**config.mk**
```make
export PLATFORM = sky130hd
export DESIGN_NAME = dot_update_queue
export DESIGN_NICKNAME = d
export VERILOG_FILES = /design/src/rtl/dot_pkg.sv /design/src/rtl/dotq_fifo.sv /design/src/rtl/dot_update_queue.sv
export SDC_FILE = /design/constraint.sdc
export NUM_CORES = 1
export LEC_CHECK = 0
export BUFFER_PORTS_ARGS = -buffer_cell sky130_fd_sc_hd__buf_2
export CAP_MARGIN = 20
export CORE_ASPECT_RATIO = 1.1
export CORE_MARGIN = 2
export CORE_UTILIZATION = 42
export DETAILED_ROUTE_END_ITERATION = 10
export GPL_ROUTABILITY_DRIVEN = 1
export PLACE_DENSITY = 0.68
export SLEW_MARGIN = 20
export SYNTH_ARGS = -nofsm -noshare
export SYNTH_HDL_FRONTEND = slang
export SYNTH_SLANG_ARGS = --single-unit
```
**constraint.sdc**
```tcl
create_clock -name clk -period 7.8 [get_ports clk]
set_clock_uncertainty 0.1 [all_clocks]
set_input_delay 0.78 -clock clk [delete_from_list [all_inputs] [get_ports clk]]
set_output_delay 0.78 -clock clk [all_outputs]
set_load 0.05 [all_outputs]
```
**src/rtl/dot_pkg.sv**
```systemverilog
// Shared types and screen geometry for the dot update queue.
// Entries carry a clamped coordinate so the display side never sees an off-screen value.
package dot_pkg;

   localparam int NUM_DOTS = 20;
   localparam int SCREEN_W = 640;
   localparam int SCREEN_H = 480;
   localparam int X_W      = 10;
   localparam int Y_W      = 9;
   localparam int ID_W     = $clog2(NUM_DOTS);

   typedef struct packed {
      logic            is_y;
      logic [ID_W-1:0] id;
      logic [X_W-1:0]  loc;
   } dot_entry_t;

   typedef enum logic [1:0] {
      IDLE   = 2'd0,
      SETUP  = 2'd1,
      STROBE = 2'd2,
      HOLD   = 2'd3
   } dotq_state_t;

   // Y values share the X-wide field; bit 9 is always zero for a Y entry.
   function automatic logic [X_W-1:0] clamp_loc(input logic is_y, input logic [31:0] loc);
      logic [X_W-1:0] res;
      if (is_y) begin
         res = (loc > 32'(SCREEN_H - 1)) ? X_W'(SCREEN_H - 1) : {1'b0, loc[Y_W-1:0]};
      end else begin
         res = (loc > 32'(SCREEN_W - 1)) ? X_W'(SCREEN_W - 1) : loc[X_W-1:0];
      end
      return res;
   endfunction

endpackage

```
**src/rtl/dotq_fifo.sv**
```systemverilog
// Synchronous show-ahead FIFO of dot entries; push visible at the head one cycle later.
// Pushes while full and pops while empty are ignored; push and pop together leave level unchanged.
module dotq_fifo
   import dot_pkg::*;
#(
   parameter  int DEPTH = 32,
   localparam int AW    = $clog2(DEPTH)
) (
   input  logic       clk,
   input  logic       reset,
   input  logic       push,
   input  dot_entry_t push_dat,
   input  logic       pop,
   output dot_entry_t head_dat,
   output logic       full,
   output logic       empty,
   output logic [AW:0] level
);

   dot_entry_t    mem [DEPTH];
   logic [AW-1:0] wr_ptr;
   logic [AW-1:0] rd_ptr;
   logic          do_push;
   logic          do_pop;

   assign do_push  = push & ~full;
   assign do_pop   = pop & ~empty;
   assign full     = (level == (AW+1)'(DEPTH));
   assign empty    = (level == '0);
   assign head_dat = mem[rd_ptr];

   always_ff @(posedge clk or negedge reset) begin
      if (!reset) begin
         wr_ptr <= '0;
         rd_ptr <= '0;
         level  <= '0;
      end else begin
         if (do_push) wr_ptr <= wr_ptr + AW'(1);
         if (do_pop)  rd_ptr <= rd_ptr + AW'(1);
         case ({do_push, do_pop})
            2'b10:   level <= level + (AW+1)'(1);
            2'b01:   level <= level - (AW+1)'(1);
            default: level <= level;
         endcase
      end
   end

   // Storage needs no reset: the pointers define which words are live.
   always_ff @(posedge clk) begin
      if (do_push) mem[wr_ptr] <= push_dat;
   end

endmodule

```
**src/rtl/dot_update_queue.sv**
```systemverilog
// Queues processor dot writes and replays them to the display controller only after a screenEnd rising edge.
// STROBE_CYC+2 cycles per entry, up to MAX_PER_FRAME per gap; wr_ready drops when full. DOTQ_STATS_EN adds drop/late counters.
module dot_update_queue
   import dot_pkg::*;
#(
   parameter  int NUM_DOTS      = dot_pkg::NUM_DOTS,
   parameter  int DEPTH         = 32,
   parameter  int MAX_PER_FRAME = 40,
   parameter  int STROBE_CYC    = 2,
   localparam int LVL_W         = $clog2(DEPTH) + 1
) (
   input  logic             clk,
   input  logic             reset,
   input  logic             wr_valid,
   output logic             wr_ready,
   input  logic             wr_is_y,
   input  logic [31:0]      wr_id,
   input  logic [31:0]      wr_loc,
   input  logic             screenEnd,
   output logic             dotWren,
   output logic             is_Yloc,
   output logic [31:0]      dotID,
   output logic [31:0]      dotLoc,
   output logic             busy,
   output logic [LVL_W-1:0] fifo_level
`ifdef DOTQ_STATS_EN
   ,
   output logic [15:0]      drop_cnt,
   output logic [15:0]      late_cnt
`endif
);

   localparam int SENT_W = $clog2(MAX_PER_FRAME + 1);
   localparam int SCNT_W = (STROBE_CYC > 1) ? $clog2(STROBE_CYC) : 1;

   dotq_state_t       state;
   dotq_state_t       state_nxt;
   logic              se_prev;
   logic              start;
   logic              id_ok;
   logic              push;
   logic              pop;
   logic              full;
   logic              empty;
   logic              more;
   logic [SENT_W-1:0] sent;
   logic [SCNT_W-1:0] scnt;
   dot_entry_t        push_dat;
   dot_entry_t        head_dat;
   dot_entry_t        bus;

   assign start    = screenEnd & ~se_prev;
   assign wr_ready = ~full;
   assign id_ok    = (wr_id < 32'(NUM_DOTS));
   assign push     = wr_valid & wr_ready & id_ok;
   assign more     = ~empty & (sent < SENT_W'(MAX_PER_FRAME));

   always_comb begin
      push_dat      = '0;
      push_dat.is_y = wr_is_y;
      push_dat.id   = wr_id[ID_W-1:0];
      push_dat.loc  = clamp_loc(wr_is_y, wr_loc);
   end

   dotq_fifo #(.DEPTH(DEPTH)) u_fifo (
      .clk      (clk),
      .reset    (reset),
      .push     (push),
      .push_dat (push_dat),
      .pop      (pop),
      .head_dat (head_dat),
      .full     (full),
      .empty    (empty),
      .level    (fifo_level)
   );

   // The pop happens on the edge entering SETUP so the bus is valid for the whole SETUP cycle.
   always_comb begin
      state_nxt = state;
      pop       = 1'b0;
      case (state)
         IDLE: begin
            if (start && !empty) begin
               state_nxt = SETUP;
               pop       = 1'b1;
            end
         end
         SETUP:  state_nxt = STROBE;
         STROBE: begin
            if (scnt == SCNT_W'(STROBE_CYC - 1)) state_nxt = HOLD;
         end
         HOLD: begin
            if (more) begin
               state_nxt = SETUP;
               pop       = 1'b1;
            end else begin
               state_nxt = IDLE;
            end
         end
         default: state_nxt = IDLE;
      endcase
   end

   always_ff @(posedge clk or negedge reset) begin
      if (!reset) begin
         state   <= IDLE;
         se_prev <= 1'b0;
         scnt    <= '0;
         sent    <= '0;
         bus     <= '0;
      end else begin
         state   <= state_nxt;
         se_prev <= screenEnd;
         scnt    <= (state == STROBE) ? scnt + SCNT_W'(1) : '0;
         if (state == IDLE && start) begin
            sent <= pop ? SENT_W'(1) : '0;
         end else if (pop) begin
            sent <= sent + SENT_W'(1);
         end
         if (pop) bus <= head_dat;
      end
   end

   // Decoded straight from the state register so an async reset kills the strobe at once.
   assign dotWren = (state == STROBE);
   assign busy    = (state != IDLE);
   assign is_Yloc = bus.is_y;
   assign dotID   = 32'(bus.id);
   assign dotLoc  = 32'(bus.loc);

`ifdef DOTQ_STATS_EN
   logic drop_ev;
   logic late_ev;

   assign drop_ev = wr_valid & wr_ready & ~id_ok;
   assign late_ev = (start & busy) | ((state == HOLD) & ~empty & ~more);

   always_ff @(posedge clk or negedge reset) begin
      if (!reset) begin
         drop_cnt <= '0;
         late_cnt <= '0;
      end else begin
         if (drop_ev && drop_cnt != 16'hFFFF) drop_cnt <= drop_cnt + 16'd1;
         if (late_ev && late_cnt != 16'hFFFF) late_cnt <= late_cnt + 16'd1;
      end
   end
`endif

endmodule
```
==> impl_metrics.toml <==
[place]
place_inst = 2088
place_hpwl_mm = 28.79
port-buffer-count = 93
place_ws_ns = 3.680
gp_congestion = 0.7941

[route]
vias = 12215
drt_first_iter_violations = 1002
antenna_violating_nets_post_route = 0
drt-total-wl_mm = 51.51
drt_drc_violations_left = 0
drtPass1Iterations = 6
route.detailed.wl_per_inst_um = 23.60
via_per_inst = 5.598

[synthesis]
yosys_warnings = 0
syn_area_um2 = 22670
synth_top_family_by_area = "multiplexers"
synth_edf_count = 512
syn-mean-instance-area_um2 = 16.82
syn-instance-count = 1348
synth_seq_cells = 554
synth_top_area_share_pct = 67.81
post_synth_main_area_contributors = "sky130_fd_sc_hd__edfxtp_1 (68%), sky130_fd_sc_hd__mux2i_1 (11%), sky130_fd_sc_hd__dfrtp_1 (4.6%)"
synth_sequential_area_ratio_pct = 72.44
synth.mux.area_fraction_pct = 11.56
yosys.area_share.xor_xnor_pct = 0.5794
post_synth_fa_ha_maj_area_fraction_pct = 0.7174
ys_async_sr_fraction_pct = 7.581
synth_simple_gate_area_share_pct = 3.443
synth_compound_gate_area_share_pct = 7.576
synth_largest_area_cell = "sky130_fd_sc_hd__edfxtp_1"
dominantRegCellSynth = "sky130_fd_sc_hd__edfxtp_1"
cell_variety_after_synth = 52

[clock_tree]
clkLatencyLatePin_ns = 0.60
cts.reportedPaths.clkPinSlew_ns = 0.06
cts_tree = "yes"
clk_path_buf_depth = 3
post_cts.resized_instances = 0
total_clock_sinks = 554
ctsHoldBuffers = 0
clk_root_buffer_cell = "sky130_fd_sc_hd__clkbuf_16"
cts_inserted_buffers = 54
cts_max_level = 2
postCtsSetupBuffers = 0

[finish]
num-nets-final = 1544
syn2layout_area_growth_pct = 12.15
antenna-diode-count = 0
layoutNonFillerInstCount = 2182
final_core_util_pct = 47.57
drive_above_1_share_pct = 17.60
final_cell_mix = "sky130_fd_sc_hd__edfxtp_1 (512), sky130_fd_sc_hd__mux2i_1 (246), sky130_fd_sc_hd__buf_2 (92)"
mostFrequentLayoutCell = "sky130_fd_sc_hd__edfxtp_1"

[timing]
report.final.slew_viol_count = 0
totalNegativeSetupSlack_ns = 0
finalHoldViolCount = 0
fmaxAchievable_mhz = 240.3
final_period_demand_of_the_worst_path_ns = 4.161
fin_crit_sh_pct = 53.35
finalHoldWorstSlack_ns = 0.09620
worst_pin_slew_ns = 1.016
max-slew-margin-rel_pct = 32.25
setup_violations = 0
grt_setup_unrepaired = "no"
postLayoutSetupSlackWorst_ns = 3.639

[power]
comb_power_share_pct = 3.2
power_density_nw_per_um2 = 231.9
p_sw_share_pct = 20.56
internal_power_mw = 4.685
power.clock.fraction_pct = 41.9
p_sw_mw = 1.213
vdd_drop_max_mv = 0.1529
power.leakage_nw = 8.548
power.sequential.fraction_pct = 54.9

[critical_path]
crit_path_max_fanout = 40
critical_path_required_ns = 8.17
rrSetupSlack_ns = 3.64
critPathLaunchType = "flop"
r2r_start = "u_fifo.level[1]"
timing_worst_setup_path_type = "reg -> reg"
cp.arrival_ns = 4.53
worstRegToRegCells = 12
timing.rr.end = "u_fifo.level[4]"
critical_path.endpoint_type = "flop"

[min_path]
hp-class = "in -> async"

[global_route]
largest_net_degree_at_the_start_of_global_routing = 104
grt-ovfl-total = 0
number_of_global_route_vias_before_repair = 12290
wire_length_of_the_first_global_routing_pass_mm = 75.98
number_of_antenna_violations_at_the_first_check_in_global_routing = 0
grt_usage_pct = 18.39

[floorplanning]
die_ht_um = 247.7
die_area_um2 = 55860
floorplan.initialDensity_pct = 42.42
row_count = 89
die_x_um = 225.5
io_pins = 143
core_region_um2 = 53450

[run]
max_cap_violations = 0

[outcome]
outcome = "finished clean"
layout make-up:
| cell class | instances | area, um2 |
|---|---|---|
| inverters | 12 | 45.04 |
| flip-flops and latches | 554 | 16430 |
| fillers | 4414 | 28020 |
| well taps | 682 | 853.3 |
| repair buffers | 135 | 799.5 |
| clock inverters | 27 | 216.5 |
| multi-input cells | 705 | 5633 |
| clock buffers | 67 | 1451 |
power groups by stage:
stage	Clock, mW	Sequential (mW)	Combinational [mW]
global route	2.64	3.24	0.200
CTS	2.52	3.24	0.187
detailed placement	0	3.30	0.186
finish	2.47	3.24	0.186
global placement	0	3.30	0.181
floorplan	0	3.31	0.132
per-layer routing:
layer	vias to the layer above	part of all wire, %	GRT usage (%)
met5	-	0	0
met4	0	2.1	5.084
met3	78	5.7	3.007
met2	404	50	31.44
met1	6269	42	24.38
li1	5464	-	-
critical path, cell delays in order, from the launching register on:
cell                      delay, ns
sky130_fd_sc_hd__dfrtp_1       0.47
sky130_fd_sc_hd__or3_4         0.44
sky130_fd_sc_hd__nor4_1        0.32
sky130_fd_sc_hd__a211o_2       0.77
sky130_fd_sc_hd__inv_2         0.25
sky130_fd_sc_hd__ha_1          0.42
sky130_fd_sc_hd__xor2_1        0.20
sky130_fd_sc_hd__ha_1          0.26
sky130_fd_sc_hd__a21o_1        0.20
sky130_fd_sc_hd__a22oi_1       0.21
sky130_fd_sc_hd__o221a_2       0.22
sky130_fd_sc_hd__nor2_1        0.04
sky130_fd_sc_hd__xor2_1        0.14
per-stage QoR:
stage,total power [mW],area [um2]
after global routing,6.073,25430
after global placement,3.482,23750
after detailed placement,3.488,23760
final,5.898,25430
after floorplan,3.439,22850
after CTS,5.941,25430
registers in the layout, indices dropped and copies added, names as in the netlist:
| name | flops |
|---|---|
| u_fifo.level | 6 |
| dotLoc | 10 |
| is_Yloc | 1 |
| scnt | 1 |
| se_prev | 1 |
| u_fifo.mem | 512 |
| state | 2 |
| u_fifo.rd_ptr | 5 |
| u_fifo.wr_ptr | 5 |
| sent | 6 |
| dotID | 5 |
cell usage after synthesis, types with 10 or more instances:
library cell and number:
sky130_fd_sc_hd__a22o_1 30, sky130_fd_sc_hd__o21ai_0 12, sky130_fd_sc_hd__dfrtp_1 42, sky130_fd_sc_hd__ha_1 13
sky130_fd_sc_hd__mux2i_1 246, sky130_fd_sc_hd__nand4_1 10, sky130_fd_sc_hd__nand2_1 34, sky130_fd_sc_hd__inv_1 11
sky130_fd_sc_hd__o41ai_2 15, sky130_fd_sc_hd__buf_2 20, sky130_fd_sc_hd__a21oi_1 42, sky130_fd_sc_hd__o22ai_1 16
sky130_fd_sc_hd__edfxtp_1 512, sky130_fd_sc_hd__a221oi_1 30, sky130_fd_sc_hd__buf_4 64, sky130_fd_sc_hd__xnor2_1 10
sky130_fd_sc_hd__clkbuf_1 30, sky130_fd_sc_hd__a22oi_1 63, sky130_fd_sc_hd__nor4_1 12, sky130_fd_sc_hd__nor2_1 47
how the worst max path moves through the flow:
| stage | startpoint | end | cells after the start |
|---|---|---|---|
| finish | u_fifo.level[1] | u_fifo.level[4] | 12 |
| global route | u_fifo.level[1] | u_fifo.level[4] | 12 |
| CTS | u_fifo.level[1] | u_fifo.level[4] | 12 |
| detailed placement | u_fifo.level[1] | u_fifo.level[4] | 12 |
| global placement | screenEnd | u_fifo.level[5] | 11 |
| floorplan | u_fifo.level[1] | u_fifo.level[4] | 14 |
kinds of logic (layout without fill, tap and decap cells):
group           after synthesis  in the layout
flops                       554            554
compound gates              221            221
mux                         256            256
xor+xnor                     15             15
buf+inv                     137            241
simple gates                151            151
other cells                   1             49
fa+ha+maj                    13             13
No activity file was read; power rests on OpenSTA's default activity.
